$ cat config.mk
export PLATFORM = sky130hd
export DESIGN_NAME = ram_port_arbiter
export DESIGN_NICKNAME = d
export VERILOG_FILES = /design/src/rtl/ram_arb_pkg.sv /design/src/rtl/rr_priority_picker.sv /design/src/rtl/ram_port_arbiter.sv
export SDC_FILE = /design/constraint.sdc
export NUM_CORES = 1
export LEC_CHECK = 0
export ABC_AREA = 1
export BUFFER_PORTS_ARGS = -buffer_cell sky130_fd_sc_hd__clkbuf_2
export CELL_PAD_IN_SITES_DETAIL_PLACEMENT = 0
export CELL_PAD_IN_SITES_GLOBAL_PLACEMENT = 2
export CORE_MARGIN = 2
export CORE_UTILIZATION = 14
export DETAILED_ROUTE_END_ITERATION = 12
export PLACE_DENSITY = 0.92
export SLEW_MARGIN = 20
export SYNTH_ARGS = -nofsm -noshare
export SYNTH_HDL_FRONTEND = slang
export SYNTH_SLANG_ARGS = --single-unit
$ cat constraint.sdc
create_clock -name clk -period 3.1 [get_ports clk]
set_clock_uncertainty 0.15 [all_clocks]
set_input_delay 0 -clock clk [delete_from_list [all_inputs] [get_ports clk]]
set_output_delay 0 -clock clk [all_outputs]
set_load 0.02 [all_outputs]
$ cat src/rtl/ram_arb_pkg.sv
// ---------------------------------------------------------------------------
// ram_arb_pkg
// Shared definitions for the single-port RAM arbiter:
//   - default RAM geometry and requester count,
//   - arbiter state encoding,
//   - fixed requester IDs used by the surrounding system.
// ---------------------------------------------------------------------------
package ram_arb_pkg;

    // Default RAM geometry
    localparam int DATA_W_DEF    = 32;
    localparam int RAM_D_DEF     = 512;
    localparam int N_REQ_DEF     = 3;
    localparam int MAX_BURST_DEF = 16;

    // Requester IDs (bit position in req/gnt/rvalid)
    localparam int REQ_HOST_LOAD = 0;
    localparam int REQ_MATMUL    = 1;
    localparam int REQ_HOST_READ = 2;

    // Arbiter state: nobody owns the port, or exactly one requester does
    typedef enum logic [0:0] {
        ST_IDLE  = 1'b0,
        ST_OWNED = 1'b1
    } arb_state_e;

endpackage : ram_arb_pkg

$ cat src/rtl/rr_priority_picker.sv
// ---------------------------------------------------------------------------
// rr_priority_picker
// Combinational round-robin picker. The search starts at (last_owner+1) and
// wraps modulo N_REQ; the first requester with its req bit set wins.
//
// Ports:
//   req        [N_REQ-1:0]  candidate request vector
//   last_owner [IDX_W-1:0]  index of the most recent owner
//   winner     [N_REQ-1:0]  one-hot winner (all zero if no request)
//   valid                   at least one candidate was requesting
// ---------------------------------------------------------------------------
module rr_priority_picker #(
    parameter int N_REQ = 3,
    parameter int IDX_W = 2
) (
    input  logic [N_REQ-1:0] req,
    input  logic [IDX_W-1:0] last_owner,
    output logic [N_REQ-1:0] winner,
    output logic             valid
);

    logic [N_REQ-1:0] above_mask_s;
    logic [N_REQ-1:0] upper_req_s;
    logic [N_REQ-1:0] cand_s;

    // Requesters strictly above last_owner are searched first; if none of
    // them is requesting, the search wraps to the bottom of the vector.
    always_comb begin
        above_mask_s = {N_REQ{1'b0}};
        for (int i = 0; i < N_REQ; i++) begin
            above_mask_s[i] = (i > int'(last_owner)) ? 1'b1 : 1'b0;
        end
        upper_req_s = req & above_mask_s;
        cand_s      = (|upper_req_s) ? upper_req_s : req;
    end

    // Lowest set bit of the candidate vector becomes the one-hot winner
    always_comb begin
        logic taken;
        taken  = 1'b0;
        winner = {N_REQ{1'b0}};
        for (int i = 0; i < N_REQ; i++) begin
            winner[i] = cand_s[i] & ~taken;
            taken     = taken | cand_s[i];
        end
        valid = |req;
    end

endmodule : rr_priority_picker

$ cat src/rtl/ram_port_arbiter.sv
// ---------------------------------------------------------------------------
// ram_port_arbiter
// Shares one synchronous single-port RAM between N_REQ requesters using
// round-robin arbitration with a burst limit. An owner keeps the port as long
// as it holds req; after MAX_BURST accepted accesses it yields if anybody else
// is waiting, otherwise its burst counter restarts and it keeps the grant.
//
// Ports:
//   clk, rst                 clock, asynchronous active-low reset
//   req/req_we [N_REQ]       per-requester request level and write enable
//   req_addr  [N_REQ*ADDR_W] packed addresses, requester i in slice i
//   req_wdata [N_REQ*DATA_W] packed write data, requester i in slice i
//   gnt       [N_REQ]        registered one-hot-or-zero grant
//   rvalid    [N_REQ]        read-data strobe, one cycle after accepted read
//   rdata     [DATA_W]       read data (pass-through of ram_r_data)
//   ram_we/ram_addr/ram_w_data  RAM command, muxed from the owner only
//   ram_r_data [DATA_W]      RAM read data, one-cycle latency
//   busy                     any grant active
// ---------------------------------------------------------------------------
module ram_port_arbiter
    import ram_arb_pkg::*;
#(
    parameter int DATA_W    = DATA_W_DEF,
    parameter int RAM_D     = RAM_D_DEF,
    parameter int ADDR_W    = $clog2(RAM_D),
    parameter int N_REQ     = N_REQ_DEF,
    parameter int MAX_BURST = MAX_BURST_DEF
) (
    input  logic                     clk,
    input  logic                     rst,
    input  logic [N_REQ-1:0]         req,
    input  logic [N_REQ-1:0]         req_we,
    input  logic [N_REQ*ADDR_W-1:0]  req_addr,
    input  logic [N_REQ*DATA_W-1:0]  req_wdata,
    output logic [N_REQ-1:0]         gnt,
    output logic [N_REQ-1:0]         rvalid,
    output logic [DATA_W-1:0]        rdata,
    output logic                     ram_we,
    output logic [ADDR_W-1:0]        ram_addr,
    output logic [DATA_W-1:0]        ram_w_data,
    input  logic [DATA_W-1:0]        ram_r_data,
    output logic                     busy
);

    localparam int IDX_W = (N_REQ > 1) ? $clog2(N_REQ) : 1;
    localparam int CNT_W = $clog2(MAX_BURST + 1);

    localparam logic [IDX_W-1:0] LAST_RST = IDX_W'(N_REQ - 1);
    localparam logic [CNT_W-1:0] CNT_MAX  = CNT_W'(MAX_BURST);
    localparam logic [CNT_W-1:0] CNT_ONE  = CNT_W'(1);

    // State and registered outputs
    arb_state_e          state_r,      state_s;
    logic [N_REQ-1:0]    gnt_r,        gnt_s;
    logic [IDX_W-1:0]    owner_r,      owner_s;
    logic [IDX_W-1:0]    last_owner_r, last_owner_s;
    logic [CNT_W-1:0]    count_r,      count_s;
    logic [N_REQ-1:0]    rvalid_r,     rvalid_s;

    // Decision helpers
    logic                accept_s;
    logic                others_s;
    logic                release_s;
    logic [CNT_W-1:0]    cnt_inc_s;

    // Picker interface
    logic [N_REQ-1:0]    pick_req_s;
    logic [IDX_W-1:0]    pick_last_s;
    logic [N_REQ-1:0]    win_onehot_s;
    logic                win_valid_s;
    logic [IDX_W-1:0]    win_idx_s;

    // Owner access acceptance and pending-competitor detection
    always_comb begin
        accept_s  = (state_r == ST_OWNED) && (|(gnt_r & req));
        others_s  = |(req & ~gnt_r);
        cnt_inc_s = count_r + CNT_ONE;
    end

    // Picker inputs: while owned, the current owner is excluded and the search
    // starts after it, so a hand-over never re-selects the yielding owner.
    always_comb begin
        if (state_r == ST_OWNED) begin
            pick_req_s  = req & ~gnt_r;
            pick_last_s = owner_r;
        end else begin
            pick_req_s  = req;
            pick_last_s = last_owner_r;
        end
    end

    rr_priority_picker #(
        .N_REQ (N_REQ),
        .IDX_W (IDX_W)
    ) u_picker (
        .req        (pick_req_s),
        .last_owner (pick_last_s),
        .winner     (win_onehot_s),
        .valid      (win_valid_s)
    );

    // One-hot winner to binary index
    always_comb begin
        win_idx_s = {IDX_W{1'b0}};
        for (int i = 0; i < N_REQ; i++) begin
            win_idx_s = win_idx_s | (win_onehot_s[i] ? IDX_W'(i) : {IDX_W{1'b0}});
        end
    end

    // Next-state: arbitration, burst counting, release and hand-over
    always_comb begin
        state_s      = state_r;
        gnt_s        = gnt_r;
        owner_s      = owner_r;
        last_owner_s = last_owner_r;
        count_s      = count_r;
        rvalid_s     = {N_REQ{1'b0}};
        release_s    = 1'b0;
        case (state_r)
            ST_IDLE: begin
                count_s = {CNT_W{1'b0}};
                if (win_valid_s) begin
                    state_s = ST_OWNED;
                    gnt_s   = win_onehot_s;
                    owner_s = win_idx_s;
                end else begin
                    gnt_s   = {N_REQ{1'b0}};
                end
            end
            ST_OWNED: begin
                // gnt_r is the owner's one-hot, so this strobes only the owner
                rvalid_s = accept_s ? (gnt_r & ~req_we) : {N_REQ{1'b0}};
                if (!accept_s) begin
                    // Owner dropped req (including the cycle its grant rose)
                    release_s = 1'b1;
                end else if (cnt_inc_s == CNT_MAX) begin
                    // This access completes the burst: yield only if contested
                    count_s   = {CNT_W{1'b0}};
                    release_s = others_s;
                end else begin
                    count_s   = cnt_inc_s;
                end
                if (release_s) begin
                    last_owner_s = owner_r;
                    count_s      = {CNT_W{1'b0}};
                    if (win_valid_s) begin
                        gnt_s   = win_onehot_s;
                        owner_s = win_idx_s;
                    end else begin
                        state_s = ST_IDLE;
                        gnt_s   = {N_REQ{1'b0}};
                    end
                end else begin
                    gnt_s = gnt_r;
                end
            end
            default: begin
                state_s = ST_IDLE;
                gnt_s   = {N_REQ{1'b0}};
                count_s = {CNT_W{1'b0}};
            end
        endcase
    end

    // State register with asynchronous active-low reset
    always_ff @(posedge clk or negedge rst) begin
        if (!rst) begin
            state_r      <= ST_IDLE;
            gnt_r        <= {N_REQ{1'b0}};
            owner_r      <= {IDX_W{1'b0}};
            last_owner_r <= LAST_RST;
            count_r      <= {CNT_W{1'b0}};
            rvalid_r     <= {N_REQ{1'b0}};
        end else begin
            state_r      <= state_s;
            gnt_r        <= gnt_s;
            owner_r      <= owner_s;
            last_owner_r <= last_owner_s;
            count_r      <= count_s;
            rvalid_r     <= rvalid_s;
        end
    end

    // RAM command mux: AND-OR on the grant vector, so only the owner's slices
    // can reach the RAM and everything is zero while idle.
    always_comb begin
        ram_we     = |(gnt_r & req & req_we);
        ram_addr   = {ADDR_W{1'b0}};
        ram_w_data = {DATA_W{1'b0}};
        for (int i = 0; i < N_REQ; i++) begin
            ram_addr   = ram_addr   | (gnt_r[i] ? req_addr[i*ADDR_W +: ADDR_W]
                                                : {ADDR_W{1'b0}});
            ram_w_data = ram_w_data | (gnt_r[i] ? req_wdata[i*DATA_W +: DATA_W]
                                                : {DATA_W{1'b0}});
        end
    end

    // Output drive
    always_comb begin
        gnt    = gnt_r;
        rvalid = rvalid_r;
        busy   = |gnt_r;
        rdata  = ram_r_data;
    end

endmodule : ram_port_arbiter

==> summary.md <==
| Metric | Value |
|---|---|
| Clk Latency, worst-skew pair | `0.25 ns` |
| Max Cap Viol | `0` |
| Fmax achieved | `0.4890 GHz` |
| Share of layout cells above drive strength 1 | `40.68%` |
| Drt pass-1 iters | `6` |
| Min Tclk post-route | `2.045 ns` |
| # Post-CTS Setup Buffers | `0` |
| Slew Viols, Final | `0` |
| Top FF cell, synth | `dfrtp_1` |
| Core Region | `13140 um^2` |
| Yosys warning count | `0` |
| Num CTS Buffers | `3` |
| Final hold vios | `0` |
| Mean Syn Cell Area | `5.767 um^2` |
| Drt first-iter violations | `53` |
| Nets | `664` |
| M2 GR Usage | `17.82%` |
| Buffers on Ports | `179` |
| Worst rel slew slack | `44.07%` |
| Total negative slack | `0 ns` |
| GR Layer Usage met1 | `11.42%` |
| Cell Area, Synth | `1874 um^2` |
| Die height | `119.7 um` |
| Pwr/cell area | `674.8 nW/um^2` |
| First-pass GRT wire length | `11390 um` |
| Outcome | `complete, no violations` |
| DRC violations left | `0` |
| Via/cell ratio | `3.806` |
| Die width | `119.7 um` |
| GRT Util Overall | `9.840%` |
| Area Overhead vs Synth | `66.76%` |
| ANT nets after route | `0` |
| Gr busiest metal | `met2` |
| Crit path kind | `reg -> out` |
| Std cell rows | `42` |
| Hold Path Class | `in -> reg` |
| Worst Path Max Fanout | `25` |
| Final Cycle Share | `65.97%` |
| Final core utilization | `23.79%` |
| Leakage power | `1.788 nW` |
| Initial antenna violation count | `0` |
| Post-Syn Instances | `325` |
| Largest net degree at the start of global routing | `30` |
| Final setup viols | `0` |
| Root Buffer | `clkbuf_16` |
| Synth cell types | `24` |
| Initial core utilization | `14.27%` |
| Total congestion overflow | `0` |
| CTS tree | `yes` |
| H-tree Lvls | `1` |
| Most common cell after layout, fill and taps aside | `clkbuf_2` |
| VDD IR max | `0.0001651 V` |
| Die ar. | `14330 um^2` |
| Most frequent cells in the layout | `179 x clkbuf_2, 162 x nand2_1, 55 x nand3_1, 36 x dlygate4sd3_1, 13 x dfrtp_1` |
| Clock sinks | `16` |
| CP arrival | `1.90 ns` |
| Wire per inst | `10.87 um` |
| Clock transition at path regs | `0.05 ns` |
| Total number of vias | `2569` |
| Vias in the first global route | `2479` |
| Sequential cell area fraction in the yosys report | `21.43%` |
| Slew @ Worst Pin | `0.8390 ns` |
| Drt total wl | `7334 um` |
| RSZ-0062 raised after global routing | `no` |
| IO Pins | `244` |
| Synth Register Bits | `16` |
| Post-synth ARST share | `100.0%` |
| Post-DP HPWL | `5730 um` |
| Diode count | `0` |
| WP data required | `2.95 ns` |
| Number of enable flip-flop cells after synthesis | `0` |
| CP startpoint kind | `register` |
| Syn_nets | `489` |
| GRT met3 Usage | `1.854%` |
| Crit end category | `output port` |
| Clock Path Buffers | `2` |
| Placer Congestion | `0.7385` |
-- kinds of logic (layout without fill, tap and decap cells) --
| logic type | Yosys count | in the layout | share of synthesized area [%] |
|---|---|---|---|
| and+or+nand+nor | 237 | 237 | 54.81 |
| buffers and inverters | 65 | 239 | 21.49 |
| AOI/OAI and AO/OA | 6 | 6 | 1.602 |
| adders and majority gates | 1 | 1 | 0.6675 |
| DFF | 16 | 16 | 21.43 |
-- per-stage QoR --
stage / hold WS, ns / std cells / cell area, um^2 / power [W] / worst slack [ns]
floorplan: -0.4456 / 325 / 1874 / 0.001387 / 1.561
global placement: -0.2132 / 635 / 2676 / 0.001817 / 1.143
detailed placement: -0.2125 / 635 / 2676 / 0.001793 / 1.142
CTS: 0.02724 / 675 / 3126 / 0.002145 / 0.9906
global route: 0.1087 / 675 / 3126 / 0.002314 / 0.8137
finish: 0.03727 / 675 / 3126 / 0.002109 / 1.055
-- power by group --
group          internal, W  total, W  switching [W]
combinational     0.000496   0.00141       0.000910
clock             0.000196  0.000277      0.0000808
sequential        0.000267  0.000427       0.000160
total             0.000958   0.00211        0.00115
-- state kept, by name, summed over array words and instances (netlist names) --
register	cells
count_r	5
gnt	3
last_owner_r	2
owner_r	2
rvalid	3
state_r	1
-- path summary, 6_finish.rpt --
path                                 start              end  slack [ns]  cells after the start
max                                 gnt[0]           ram_we        1.05                      4
min                                 req[0]        rvalid[2]        0.04                      5
max reg2reg                         gnt[0]           gnt[2]        1.19                      7
min reg2reg                last_owner_r[1]  last_owner_r[1]        0.32                      2
max in group asynchronous              rst  last_owner_r[1]        2.43                      2
min in group asynchronous              rst  last_owner_r[0]        0.06                      2
-- synthesized netlist by cell type, types with 2 or more instances --
| cell | count | area share, % |
|---|---|---|
| inv_2 | 4 | 0.80 |
| nor2_1 | 7 | 1.4 |
| clkbuf_1 | 12 | 2.4 |
| buf_6 | 3 | 1.8 |
| nand2_1 | 162 | 32 |
| dfrtp_1 | 15 | 20 |
| inv_1 | 12 | 2.4 |
| nand2_2 | 3 | 1.0 |
| o21ai_1 | 3 | 0.80 |
| nand4_1 | 2 | 0.67 |
| nor3_2 | 2 | 1.1 |
| buf_4 | 32 | 13 |
| a21oi_1 | 3 | 0.80 |
| nand3_1 | 55 | 15 |
-- layer usage --
metal  share of wire, %  up-vias
li1                   -     1337
met1                 40     1069
met2                 49      154
met3                8.3        9
met4                2.1        0
met5                  0        -
-- worst max-delay path, stage by stage (launching register included) --
cell	delay (ns)
dfrtp_1	0.88
buf_4	0.38
nand3_1	0.10
nand3_1	0.09
clkbuf_2	0.18
-- layout make-up --
type	instances	area (um^2)
Multi-Input combinational cell	244	1070
Inverter	17	63.81
Clock buffer	4	88.84
Tap cell	176	220.2
Timing Repair Buffer	218	1279
Sequential cell	16	404.1
Fill cell	1504	10010
-- what timing repair did --
action                    in CTS  in global routing
hold endpoints to repair      51                  0
hold buffers                  36                  0
gates resized for setup        0                  0
Note: power is estimated with default switching activity, not from simulation.
